--- config.mk ---
export PLATFORM = sky130hd
export DESIGN_NAME = cmp_debounce
export DESIGN_NICKNAME = d
export VERILOG_FILES = /design/src/rtl/cmp_debounce_pkg.sv /design/src/rtl/cmp_debounce_sat_counter.sv /design/src/rtl/cmp_debounce.sv
export SDC_FILE = /design/constraint.sdc
export NUM_CORES = 1
export LEC_CHECK = 0
export CORE_UTILIZATION = 64
export CTS_BUF_LIST = sky130_fd_sc_hd__clkbuf_4 sky130_fd_sc_hd__clkbuf_8
export DETAILED_ROUTE_END_ITERATION = 8
export DONT_BUFFER_PORTS = 1
export GPL_TIMING_DRIVEN = 0
export PLACE_DENSITY = 0.91
export SYNTH_ARGS = -nofsm -noshare
export SYNTH_HDL_FRONTEND = slang
export SYNTH_SLANG_ARGS = --single-unit
--- constraint.sdc ---
create_clock -name clk -period 2 [get_ports clk]
set_clock_uncertainty 0.1 [all_clocks]
set_input_delay 0.2 -clock clk [delete_from_list [all_inputs] [get_ports clk]]
set_output_delay 0.2 -clock clk [all_outputs]
set_load 0.1 [all_outputs]
--- src/rtl/cmp_debounce_pkg.sv ---
// Shared types for the comparator debouncer: FSM states, sample classes
// and the comparator-result classifier.
package cmp_debounce_pkg;

    typedef enum logic [1:0] {
        S_BELOW,
        S_RISE,
        S_ABOVE,
        S_FALL
    } state_t;

    typedef enum logic [1:0] {
        CLS_LT,
        CLS_EQ,
        CLS_GT
    } sample_class_t;

    // Both inputs high is a comparator fault; it falls into the dead band.
    function automatic sample_class_t classify(input logic eq, input logic gt);
        if (eq)
            return CLS_EQ;
        else if (gt)
            return CLS_GT;
        else
            return CLS_LT;
    endfunction

endpackage

--- src/rtl/cmp_debounce_sat_counter.sv ---
// Saturating up-counter with synchronous clear; clear beats increment.
module sat_counter #(
    parameter int W = 16
) (
    input  logic         clk,
    input  logic         rst_n,
    input  logic         inc,
    input  logic         clr,
    output logic [W-1:0] cnt
);

    always_ff @(posedge clk) begin
        if (!rst_n)
            cnt <= '0;
        else if (clr)
            cnt <= '0;
        else if (inc && (cnt != {W{1'b1}}))
            cnt <= cnt + W'(1);
    end

endmodule

--- src/rtl/cmp_debounce.sv ---
// Debounced, hysteretic "above threshold" level from comparator results,
// with rise/fall event pulses, a saturating rise counter and a sticky fault flag.
module cmp_debounce
    import cmp_debounce_pkg::*;
#(
    parameter int DEBOUNCE_N = 4,
    parameter int CNT_W      = 16
) (
    input  logic             clk,
    input  logic             rst_n,
    input  logic             sample_valid,
    input  logic             comp_equal,
    input  logic             comp_greater,
    input  logic             cnt_clr,
    output logic             above,
    output logic             rise_pulse,
    output logic             fall_pulse,
    output logic [CNT_W-1:0] event_count,
    output logic             proto_err
);

    localparam int RUN_W = $clog2(DEBOUNCE_N + 1);
    localparam logic [RUN_W-1:0] RUN_LAST = RUN_W'(DEBOUNCE_N);

    state_t           state_q, state_d;
    logic [RUN_W-1:0] run_q, run_d, run_inc;
    sample_class_t    cls;
    logic             above_d, rise_d, fall_d;

    assign cls     = classify(comp_equal, comp_greater);
    assign run_inc = run_q + RUN_W'(1);

    // State register; outputs are registered alongside so they change with the state.
    always_ff @(posedge clk) begin
        if (!rst_n) begin
            state_q    <= S_BELOW;
            run_q      <= '0;
            above      <= 1'b0;
            rise_pulse <= 1'b0;
            fall_pulse <= 1'b0;
        end else begin
            state_q    <= state_d;
            run_q      <= run_d;
            above      <= above_d;
            rise_pulse <= rise_d;
            fall_pulse <= fall_d;
        end
    end

    // Next state: EQ samples and invalid cycles freeze both state and run.
    always_comb begin
        state_d = state_q;
        run_d   = run_q;
        if (sample_valid) begin
            case (state_q)
                S_BELOW: begin
                    if (cls == CLS_GT) begin
                        state_d = S_RISE;
                        run_d   = RUN_W'(1);
                    end else begin
                        run_d = '0;
                    end
                end
                S_RISE: begin
                    if (cls == CLS_GT) begin
                        if (run_inc == RUN_LAST) begin
                            state_d = S_ABOVE;
                            run_d   = '0;
                        end else begin
                            run_d = run_inc;
                        end
                    end else if (cls == CLS_LT) begin
                        state_d = S_BELOW;
                        run_d   = '0;
                    end
                end
                S_ABOVE: begin
                    if (cls == CLS_LT) begin
                        state_d = S_FALL;
                        run_d   = RUN_W'(1);
                    end else begin
                        run_d = '0;
                    end
                end
                S_FALL: begin
                    if (cls == CLS_LT) begin
                        if (run_inc == RUN_LAST) begin
                            state_d = S_BELOW;
                            run_d   = '0;
                        end else begin
                            run_d = run_inc;
                        end
                    end else if (cls == CLS_GT) begin
                        state_d = S_ABOVE;
                        run_d   = '0;
                    end
                end
                default: begin
                    state_d = S_BELOW;
                    run_d   = '0;
                end
            endcase
        end
    end

    // Output decode; a bounce back from S_FALL to S_ABOVE is not a rise event.
    always_comb begin
        rise_d  = (state_q == S_RISE) && (state_d == S_ABOVE);
        fall_d  = (state_q == S_FALL) && (state_d == S_BELOW);
        above_d = (state_d == S_ABOVE) || (state_d == S_FALL);
    end

    always_ff @(posedge clk) begin
        if (!rst_n)
            proto_err <= 1'b0;
        else if (cnt_clr)
            proto_err <= 1'b0;
        else if (sample_valid && comp_equal && comp_greater)
            proto_err <= 1'b1;
    end

    // Fed with the pre-register pulse so the count lands in the pulse cycle.
    sat_counter #(
        .W (CNT_W)
    ) u_evt_cnt (
        .clk   (clk),
        .rst_n (rst_n),
        .inc   (rise_d),
        .clr   (cnt_clr),
        .cnt   (event_count)
    );

endmodule

==> results.txt <==
Gate Count Post-Synth: 141
WHS: 0.0338 ns
share of layout cells above drive strength 1: 0.293
PD cells: 491 nW/µm²
GP Congestion: 0.807
grt total ovfl: 0
die span in y: 45.8 µm
Post-synth EDFFs: 0
Die W: 45.8 µm
final worst setup slack: -0.0649 ns
Worst-path clk slew: 0.13 ns
CTS H-Tree Depth: 1
synth unique cells: 40
Slew Viols, Final: 0
critical path class: flop to flop
initial core utilization: 0.696
commonest cells in the netlist: dfxtp_1, nand2_1, nor2_1
max-cap viol count: 0
number of antenna violations at the first check in global routing: 0
wire per inst: 20.5 µm
Worst Path Max Fanout: 9
first-pass GRT wire length: 4910 µm
Root Buffer: clkbuf_4
ys async rst share: 0
r2r setup slk: -0.06 ns
CP Data Required Time: 2.18 ns
r2r startpoint: state_q[0]$_SDFF_PN0_
post-synth top area share: 0.407
Worst Path Buf+Inv: 1
worst hold path depth: 2
setup TNS: -0.192 ns
WP data arrival: 2.24 ns
startpoint class of the critical path: flop
biggest area consumer among synthesized cells: dfxtp_1
nets@finish: 167
Seq cells post-synth: 25
CTS Buf Count: 3
Hold Path Sink: rise_pulse$_SDFF_PN0_
drt first-iter violations: 101
Synth-to-Final Area Change: 26.6%
Synth Area per Inst: 8.71 µm²
Ys Warns: 0
# DRC: 0
largest net degree at the start of global routing: 15
failing checks: negative setup slack
fillcell total: 92
Crit. path cell count: 6
Top FF cell, synth: dfxtp_1
mapped cell area: 1230 µm²
unrepaired setup endpoints after global routing: yes
full die area: 2100 µm²
core area: 1760 µm²
clk_lat worst skew: 0.34 ns
Peak VDD IR: 0.490 mV
vias in the first global route: 1142
P_leak: 0.564 nW
FF-to-FF End: u_evt_cnt.cnt[12]$_SDFFE_PP0P_
total wire length: 3730 µm
Hold Fails Final Rpt: 0
Clock Sinks: 25
Syn Nets: 150
via count: 1310
std cell rows: 15
largest family of logic cells by synthesized area: simple AND/OR/NAND/NOR gates
Slowest-stage cell, CP: or4_1
worst hold path type: primary input to flop
status: finished, violations left
setup violators final: 5
Crit. End Element: flop
main area contributors after synthesis: dfxtp_1, nand2_1, o211ai_1
antenna cells: 0
top-count cell post-synth: dfxtp_1
Final HPWL DP: 1830 µm
Synth Area in Adders: 0.0305
ANT nets after route: 0
Ports: 26
post-synthesis simple-gate area fraction: 0.300
multiplexer share of the synthesized area: 0.0163
CTS tree: built
crit-path cells: buf_6 > nand3b_1 > nor4b_4 > nand4_1 > or4_1 > nand2_1
Worst path max stage delay: 0.48 ns
Worst R2R Path Depth: 6
DRT Pass-1 Iters: 6
Via density: 7.20
Least-Margin Pin Slew: 0.958 ns
port bufs: 0
Rel. slew slack: 0.360
aggregate global-route resource usage: 0.337
crit path time final: 2.06 ns
Compound-Gate Fraction of Synth Area: 0.189
worst min-delay path startpoint: comp_greater
crit-path leading delay family: simple AND/OR/NAND/NOR gates
Period Utilization, post-route: 1.03
maximum clock rate: 484 MHz
CTS Buffer Depth: 2
XOR/XNOR Fraction of Synth Area: 0.0214
Seq/Total Area, Yosys: 0.407
-- through the flow --
step                      total power, W  cells  area (µm²)  setup WS (ns)   util
after floorplan                 0.000534    141        1250         0.0899      -
after global placement          0.000539    166        1280        -0.0374  0.728
after detailed placement        0.000540    166        1280        -0.0901  0.728
after CTS                       0.000765    178        1460        0.00490  0.826
after global routing            0.000781    182        1560         -0.121  0.882
final                           0.000764    182        1560        -0.0649  0.882
-- power by group --
group	switching, W	total (W)	internal, W	leakage, nW
sequential	0.00000555	0.000483	0.000478	0.216
combinational	0.0000277	0.0000439	0.0000162	0.330
clock	0.000162	0.000237	0.0000754	0.0177
-- cell type report --
type | instances | area [µm²] | area share
repair buffers | 11 | 95.1 | 0.0611
well taps | 25 | 31.3 | 0.0201
inverters | 6 | 22.5 | 0.0145
multi-input cells | 108 | 786 | 0.505
plain buffers | 3 | 26.3 | 0.0169
clock inverters | 1 | 5.00 | 0.00322
flip-flops and latches | 25 | 567 | 0.364
clock buffers | 3 | 22.5 | 0.0145
-- sequential cells by signal, indices dropped and copies added (netlist names) --
signal and flops:
u_evt_cnt.cnt 16, run_q 3, state_q 2, above 1, fall_pulse 1, proto_err 1, rise_pulse 1
-- cell families (layout without fill, tap and decap cells) --
logic type / count (synthesis) / count (layout)
xor+xnor: 3 / 3
compound gates: 34 / 35
buf+inv: 9 / 24
mux: 2 / 2
flops: 25 / 25
fa+ha+maj: 3 / 3
simple gates: 65 / 65
-- per-layer routing --
metal	vias to the layer above	GRT usage	routed length [µm]	part of all wire
met5	-	0	0	0
met4	0	0.218	126	0.034
met3	21	0.0952	400	0.11
met2	119	0.549	1790	0.48
met1	600	0.383	1410	0.38
li1	570	-	-	-
-- worst max path at each step --
stage                                   startpoint                        endpoint  slack, ns
global route                 run_q[1]$_SDFFE_PN0P_  u_evt_cnt.cnt[15]$_SDFFE_PP0P_      -0.12
finish                       state_q[0]$_SDFF_PN0_  u_evt_cnt.cnt[12]$_SDFFE_PP0P_      -0.06
global placement     u_evt_cnt.cnt[7]$_SDFFE_PP0P_   u_evt_cnt.cnt[1]$_SDFFE_PP0P_      -0.04
floorplan            u_evt_cnt.cnt[7]$_SDFFE_PP0P_   u_evt_cnt.cnt[6]$_SDFFE_PP0P_       0.09
CTS                 u_evt_cnt.cnt[11]$_SDFFE_PP0P_   u_evt_cnt.cnt[1]$_SDFFE_PP0P_      0.005
detailed placement           run_q[0]$_SDFFE_PN0P_   u_evt_cnt.cnt[4]$_SDFFE_PP0P_      -0.09
-- cells in the final DEF, fill, tap and decap left out, drive strengths merged, types with 4 or more instances in the layout --
master / n
dfxtp: 25
nand2: 16
nor2: 9
nand3: 8
o211ai: 8
buf: 8
o21ai: 7
a21oi: 7
inv: 6
dlygate4sd3: 5
or4: 5
nand2b: 4
nand4: 4
or3: 4
clkbuf: 4
-- repair_timing --
item / CTS / global route
hold buffers: 5 / 0
gates resized for setup: 18 / 18
setup endpoints to repair: 15 / 17
pin swaps: 1 / 10
hold endpoints to repair: 8 / 0
buffers inserted: 3 / 3
cloned: 0 / 1
No activity file was read; power rests on OpenSTA's default activity.
